`config.mk`:
```
export PLATFORM = sky130hd
export DESIGN_NAME = xyz_capture_fifo
export DESIGN_NICKNAME = d
export VERILOG_FILES = /design/src/rtl/xyz_capture_fifo.sv
export SDC_FILE = /design/constraint.sdc
export NUM_CORES = 1
export LEC_CHECK = 0
export CORE_ASPECT_RATIO = 2
export CORE_MARGIN = 2
export CORE_UTILIZATION = 30
export DETAILED_ROUTE_END_ITERATION = 10
export PLACE_DENSITY = 0.56
export SLEW_MARGIN = 20
export SYNTH_ARGS = -nofsm -noshare
export SYNTH_HDL_FRONTEND = slang
export SYNTH_SLANG_ARGS = --single-unit
```
`constraint.sdc`:
```
create_clock -name clk -period 2.1 [get_ports clk]
set_input_delay 0.42 -clock clk [delete_from_list [all_inputs] [get_ports clk]]
set_output_delay 0.42 -clock clk [all_outputs]
set_load 0.01 [all_outputs]
```
`src/rtl/xyz_capture_fifo.sv`:
```
// xyz_capture_fifo
// Captures {x,y,z} result triples from the upstream datapath into a small
// synchronous FIFO and presents the head entry over a valid/ready handshake.
// Triples arriving while the buffer is full and not draining are dropped and
// flagged through the sticky overflow bit.
//
// Build option:
//   XYZ_FIFO_DROP_CNT_EN - adds drop_cnt[7:0], a saturating count of dropped
//                          triples, cleared by ovf_clr.

module xyz_capture_fifo #(
    parameter int DW    = 4,
    parameter int DEPTH = 4,
    parameter int AW    = 2
) (
    input  logic          clk,
    input  logic          rst,
    input  logic          in_valid,
    input  logic [DW-1:0] x,
    input  logic [DW-1:0] y,
    input  logic [DW-1:0] z,
    output logic          out_valid,
    input  logic          out_ready,
    output logic [DW-1:0] out_x,
    output logic [DW-1:0] out_y,
    output logic [DW-1:0] out_z,
    output logic          full,
    output logic          empty,
    output logic [AW:0]   count,
    output logic          overflow,
    input  logic          ovf_clr
`ifdef XYZ_FIFO_DROP_CNT_EN
    ,
    output logic [7:0]    drop_cnt
`endif
);

    localparam int          TW       = 3 * DW;
    localparam logic [AW:0] FULL_CNT = (AW + 1)'(DEPTH);

    logic [TW-1:0] mem [DEPTH];
    logic [AW-1:0] wr_ptr;
    logic [AW-1:0] rd_ptr;
    logic          push;
    logic          pop;
    logic          drop;
    logic [TW-1:0] head;

    // Status flags, handshake qualifiers and the combinational head read.
    // A push into a full FIFO is allowed when the head leaves in the same cycle.
    always_comb begin
        empty     = (count == '0);
        full      = (count == FULL_CNT);
        out_valid = !empty;
        pop       = out_valid && out_ready;
        push      = in_valid && (!full || pop);
        drop      = in_valid && full && !pop;
        head      = mem[rd_ptr];
        out_x     = head[3*DW-1:2*DW];
        out_y     = head[2*DW-1:DW];
        out_z     = head[DW-1:0];
    end

    // Storage: written at wr_ptr on push, cleared on reset so out_* read zero.
    always_ff @(posedge clk or negedge rst) begin
        if (!rst) begin
            for (int unsigned i = 0; i < unsigned'(DEPTH); i++) begin
                mem[i] <= '0;
            end
        end else if (push) begin
            mem[wr_ptr] <= {x, y, z};
        end
    end

    // Read/write pointers; DEPTH is a power of two so they wrap naturally.
    always_ff @(posedge clk or negedge rst) begin
        if (!rst) begin
            wr_ptr <= '0;
            rd_ptr <= '0;
        end else begin
            if (push) begin
                wr_ptr <= wr_ptr + 1'b1;
            end
            if (pop) begin
                rd_ptr <= rd_ptr + 1'b1;
            end
        end
    end

    // Occupancy: unchanged when a push and a pop coincide.
    always_ff @(posedge clk or negedge rst) begin
        if (!rst) begin
            count <= '0;
        end else begin
            case ({push, pop})
                2'b10:   count <= count + 1'b1;
                2'b01:   count <= count - 1'b1;
                default: count <= count;
            endcase
        end
    end

    // Sticky overflow; a drop in the same cycle as ovf_clr keeps it set.
    always_ff @(posedge clk or negedge rst) begin
        if (!rst) begin
            overflow <= 1'b0;
        end else if (drop) begin
            overflow <= 1'b1;
        end else if (ovf_clr) begin
            overflow <= 1'b0;
        end
    end

`ifdef XYZ_FIFO_DROP_CNT_EN
    // Saturating drop counter; clear plus drop in one cycle leaves exactly one.
    always_ff @(posedge clk or negedge rst) begin
        if (!rst) begin
            drop_cnt <= '0;
        end else if (drop) begin
            if (ovf_clr) begin
                drop_cnt <= 8'd1;
            end else if (drop_cnt != 8'hFF) begin
                drop_cnt <= drop_cnt + 8'd1;
            end
        end else if (ovf_clr) begin
            drop_cnt <= '0;
        end
    end
`endif

endmodule

```
# After elaboration in Yosys (flattened, before gate mapping)
# Cells that the tools add are included.
dict set report op_classes {
  n_reduce_logical 12
  eq_ne 3
  n_bitwise 2
  n_lt_le_gt_ge 3
  shifts 0
  div_mod_pow 0
  n_mux 9
  add_sub_neg 4
  mul 0
}
# operator count
set ops {}
lappend ops {{bitwise mux 48 bit} 1}
lappend ops {{two-way mux 12 bit} 3}
lappend ops {{binary-select mux 12 bit (select 2 bit)} 1}
lappend ops {{demux 12 bit (select 2 bit)} 1}
lappend ops {{>= comparator 3 bit (second input constant)} 2}
lappend ops {{NOT 2 -> 3 bit} 2}
lappend ops {{case mux 3 bit (2 select lines)} 1}
lappend ops {{logical AND 1 bit} 5}
lappend ops {{adder 2 x 1 -> 2 bit (second input constant)} 2}
lappend ops {{nonzero test 2 bit} 2}
lappend ops {{adder 3 x 1 -> 3 bit (second input constant)} 1}
lappend ops {{== test 3 bit (second input constant)} 1}
lappend ops {{zero test 1 bit} 3}
lappend ops {{zero test 3 bit} 1}
lappend ops {{less-than comparator 3 x 1 -> 1 bit (second input constant)} 1}
lappend ops {{subtractor 3 x 1 -> 3 bit (second input constant)} 1}
lappend ops {{== test 2 x 1 -> 1 bit (second input constant)} 1}
lappend ops {{== test 2 bit (second input constant)} 1}
lappend ops {{two-way mux 1 bit} 2}
lappend ops {{logical OR 1 bit} 1}
dict set report word_totals {
  latchBits 0
  n_memories 0
  regBits 56
  output_inout_bits 19
  rom_bits 0
  input_bits 17
  ram_bits 0
  elab_cells 41
}

# Depth between registers and ports, before layout
dict set report depth {
  ltp_word 7
  mapped_depth 8
  mapped_depth_nobuf 8
}

# Worst setup path after synthesis
# Ideal clock, no wire load.
dict set report synth_timing {
  path_kind {register to register}
  from {register count[1]}
  to {register count[2]}
  synth_period_minus_slack_ns 2.090
  path_stages_with_launch 9
  slack_ns 0.010
  n_path_buf 0
  t_arrival_ns 2.010
  setup_time_ns 0.079
  t_required_ns 2.021
  path_cell_list {dfrtp_1 -> nor4b_4 -> nand2b_1 -> ha_1 -> inv_1 -> fa_1 -> xor2_1 -> nor2_1 -> xor2_1}
}
dict set report synth_via {
  elab_chain_cells 7
  word_cells_on_any_way 13
  cone_classes {add/sub: 2; eq/ne: 3; mux: 1; reduce/logical: 7}
}
# element line
set synth_lines {}
lappend synth_lines {{start: declaration} 29} ;# output logic [AW:0] count,
lappend synth_lines {{start signal: assignment} 96} ;# 2'b10: count <= count + 1'b1;
lappend synth_lines {{start signal: assignment} 97} ;# 2'b01: count <= count - 1'b1;
lappend synth_lines {{start signal: assignment} 98} ;# default: count <= count;
lappend synth_lines {{zero test 3 bit} 52} ;# empty = (count == '0);
lappend synth_lines {{zero test 1 bit} 54} ;# out_valid = !empty;
lappend synth_lines {{logical AND 1 bit} 55} ;# pop = out_valid && out_ready;
lappend synth_lines {{logical OR 1 bit} 56} ;# push = in_valid && (!full || pop);
lappend synth_lines {{logical AND 1 bit} 56}
lappend synth_lines {{== test 2 x 1 -> 1 bit or == test 2 bit (tied branches)} 95} ;# case ({push, pop})
lappend synth_lines {{case mux 3 bit (2 select lines) or nonzero test 2 bit (tied branches)} --}
# Parallel ways exist; a longest one is shown, timed or not.
# A chain may end at the register's enable or synchronous reset.

# Final worst setup path
dict set report layout_timing {
  from {register rd_ptr[0]}
  to {output out_z[0]}
}
dict set report layout_via {
  elab_chain_cells 4
}
# element line
set layout_lines {}
lappend layout_lines {{start: declaration} 43} ;# logic [AW-1:0] rd_ptr;
lappend layout_lines {{start signal: assignment} 85} ;# rd_ptr <= rd_ptr + 1'b1;
lappend layout_lines {{NOT 2 -> 3 bit (not written as such)} 58} ;# head = mem[rd_ptr];
lappend layout_lines {{binary-select mux 12 bit (select 2 bit)} 58}
lappend layout_lines {{two-way mux 12 bit (not written as such) (2 in a row)} 58}
lappend layout_lines {{end: declaration} 26} ;# output logic [DW-1:0] out_z,
# Every way passes these cells. The select of a mux whose other input is x is not followed.

==> summary.txt <==
fin crit period -> 2040 ps
Final Cycle Share -> 0.973
CTS tree -> done
first-pass GRT wire length -> 8290 microns
Gate Count Post-Synth -> 161
Starting Density -> 0.307
DR top layer -> met4
#FFs+latches synth -> 56
worst hold slack -> 105 ps
Setup Skew -> 3.92 ps
P&R area growth vs syn -> 30.0%
via count -> 1462
Max rail drop VDD -> 0.700 mV
crit path DAT -> 1620 ps
antenna-violating nets left -> 0
DRT Pass-1 Iters -> 3
clock tree root driver cell -> clkbuf_16
DRC -> 0
number of flops mapped to enable cells by yosys -> 0
commonest non-fill, non-tap cell in the layout -> dfrtp_1
PwrDens -> 1570 nW/um^2
unrepaired setup endpoints after global routing -> true
Unique masters post-synth -> 21
DIE HEIGHT -> 134 microns
Post-DP HPWL -> 3560 microns
Hold Violations, Final -> 0
Die X -> 69.2 microns
Pleak -> 1.42 nW
number of DRC markers in iteration 0 -> 41
Primary FF master, synth -> dfrtp_1
H-tree lvl count -> 2
total grt overflow -> 0
met2 wire len -> 2760 microns
Setup TNS -> 0 ps
Final GP Congestion -> 0.729
Nets -> 242
crit start category -> flop
Worst Path Required -> 1680 ps
clock sinks -> 56
routed vias/inst -> 4.60
Syn Area/Cell -> 15.8 sq um
die area -> 9290 sq um
Core Region -> 8290 sq um
I/O pins -> 36
FILL cells -> 775
critical path endpoint category -> output port
insertion delay to the later sink of the worst-skew pair -> 290 ps
Clock Path Buffers -> 2
final-report setup violation count -> 0
Yosys Warn Count -> 0
antenna cells -> 0
Worst-path clk slew -> 70 ps
vias in the first global route -> 1653
Max Fclk -> 489 MHz
WL met1 -> 1850 microns
share of post-route cells with drive strength above 1 -> 0.459
sequential fraction of the synthesis area -> 0.550
GRT Util Overall -> 0.117
max-slew violations -> 0
Max Cap Viol -> 0
metal3 WL -> 166 microns
Cell Area, Synth -> 2550 sq um
WL/cell -> 15.4 microns
Setup CP Type -> reg2out
worst slew pin tran -> 364 ps
Pwr Total -> 5.20 mW
fraction of registers with async set or reset after synthesis -> 1.00
cts bufs inserted -> 5
Critical Path Fanout Max -> 9
highest-count cells in the layout ignoring fill and taps -> 53 x dfrtp_1, 49 x mux2_2, 21 x clkdlybuf4s50_1, 21 x buf_4, 12 x mux4_2
outcome -> completed
initial antenna violation count -> 0
Hold Path Class -> in2async
Slew HR -> 0.758
syn_nets -> 184
PortBufs -> 35
largest net degree at the start of global routing -> 57
num rows -> 47
Total Wirelength -> 4900 microns
## critical path: stages (launching register included)
cell,delay (ps)
dfrtp_1,390
buf_12,160
buf_4,140
mux4_2,500
buf_2,160
## cell type report
class	count	area [sq um]	area share
sequential	56	1410	0.424
tap	98	123	0.0370
inverter	7	26.3	0.00794
multi-input combinational	91	1090	0.328
clock buffer	8	146	0.0442
timing repair buffer	58	523	0.158
## registers in the layout (all words and copies together) (netlist names)
| name | flops |
|---|---|
| count | 3 |
| mem | 48 |
| overflow | 1 |
| rd_ptr | 2 |
| wr_ptr | 2 |
## synthesized netlist by cell type, types with 2 or more instances
master	number	area (sq um)
dfrtp_1	56	1400
nor2_1	5	18.8
mux4_2	12	270
inv_1	7	26.3
nand2_1	6	22.5
xnor2_1	3	26.3
buf_2	2	10.0
buf_6	3	33.8
ha_1	5	62.6
mux2_2	49	552
xor2_1	3	26.3
## kinds of logic (layout without fill, tap and decap cells)
logic type | Yosys count | count (layout) | synth area share
buffers and inverters | 14 | 73 | 0.0319
AOI/OAI and AO/OA | 2 | 2 | 0.00540
xor gates and xnor gates | 6 | 6 | 0.0206
muxes | 62 | 62 | 0.327
DFF | 56 | 56 | 0.550
adders and majority gates | 6 | 6 | 0.0324
and+or+nand+nor | 15 | 15 | 0.0329
## through the flow
| stage | instances | utilization | instance area [sq um] | setup slack (ps) |
|---|---|---|---|---|
| after floorplan | 161 | - | 2550 | 10.3 |
| after global placement | 303 | 0.375 | 3110 | -220 |
| after detailed placement | 303 | 0.375 | 3110 | -285 |
| after CTS | 317 | 0.395 | 3270 | 13.2 |
| after global routing | 318 | 0.399 | 3310 | -17.8 |
| final | 318 | 0.399 | 3310 | 56.1 |
## repair_timing
| item | CTS | global route |
|---|---|---|
| gates resized for setup | 25 | 10 |
| setup endpoints to repair | 13 | 10 |
| pin swaps | 0 | 2 |
| hold buffers | 0 | 0 |
| setup buffers | 6 | 1 |
## power by group
part | leakage, nW | switching [mW] | internal, mW
combinational | 0.688 | 0.865 | 1.52
clock | 0.0712 | 0.353 | 0.476
sequential | 0.661 | 0.347 | 1.64
total | 1.42 | 1.56 | 3.64
## per-layer routing
| metal | global-route usage | vias up |
|---|---|---|
| li1 | - | 691 |
| met1 | 0.119 | 740 |
| met2 | 0.217 | 25 |
| met3 | 0.0263 | 6 |
| met4 | 0.0621 | 0 |
| met5 | 0 | - |
## final timing paths
kind,slack (ps),endpoint,depth (start not counted),from
setup / recovery,60,out_z[0],4,rd_ptr[0]
hold / removal,110,overflow,2,rst
setup reg to reg,80,count[2],9,count[0]
hold reg to reg,500,mem[38],1,mem[38]
max in group asynchronous,1710,count[0],2,rst
min in group clk,500,mem[38],1,mem[38]
(Power assumes the default switching activity.)
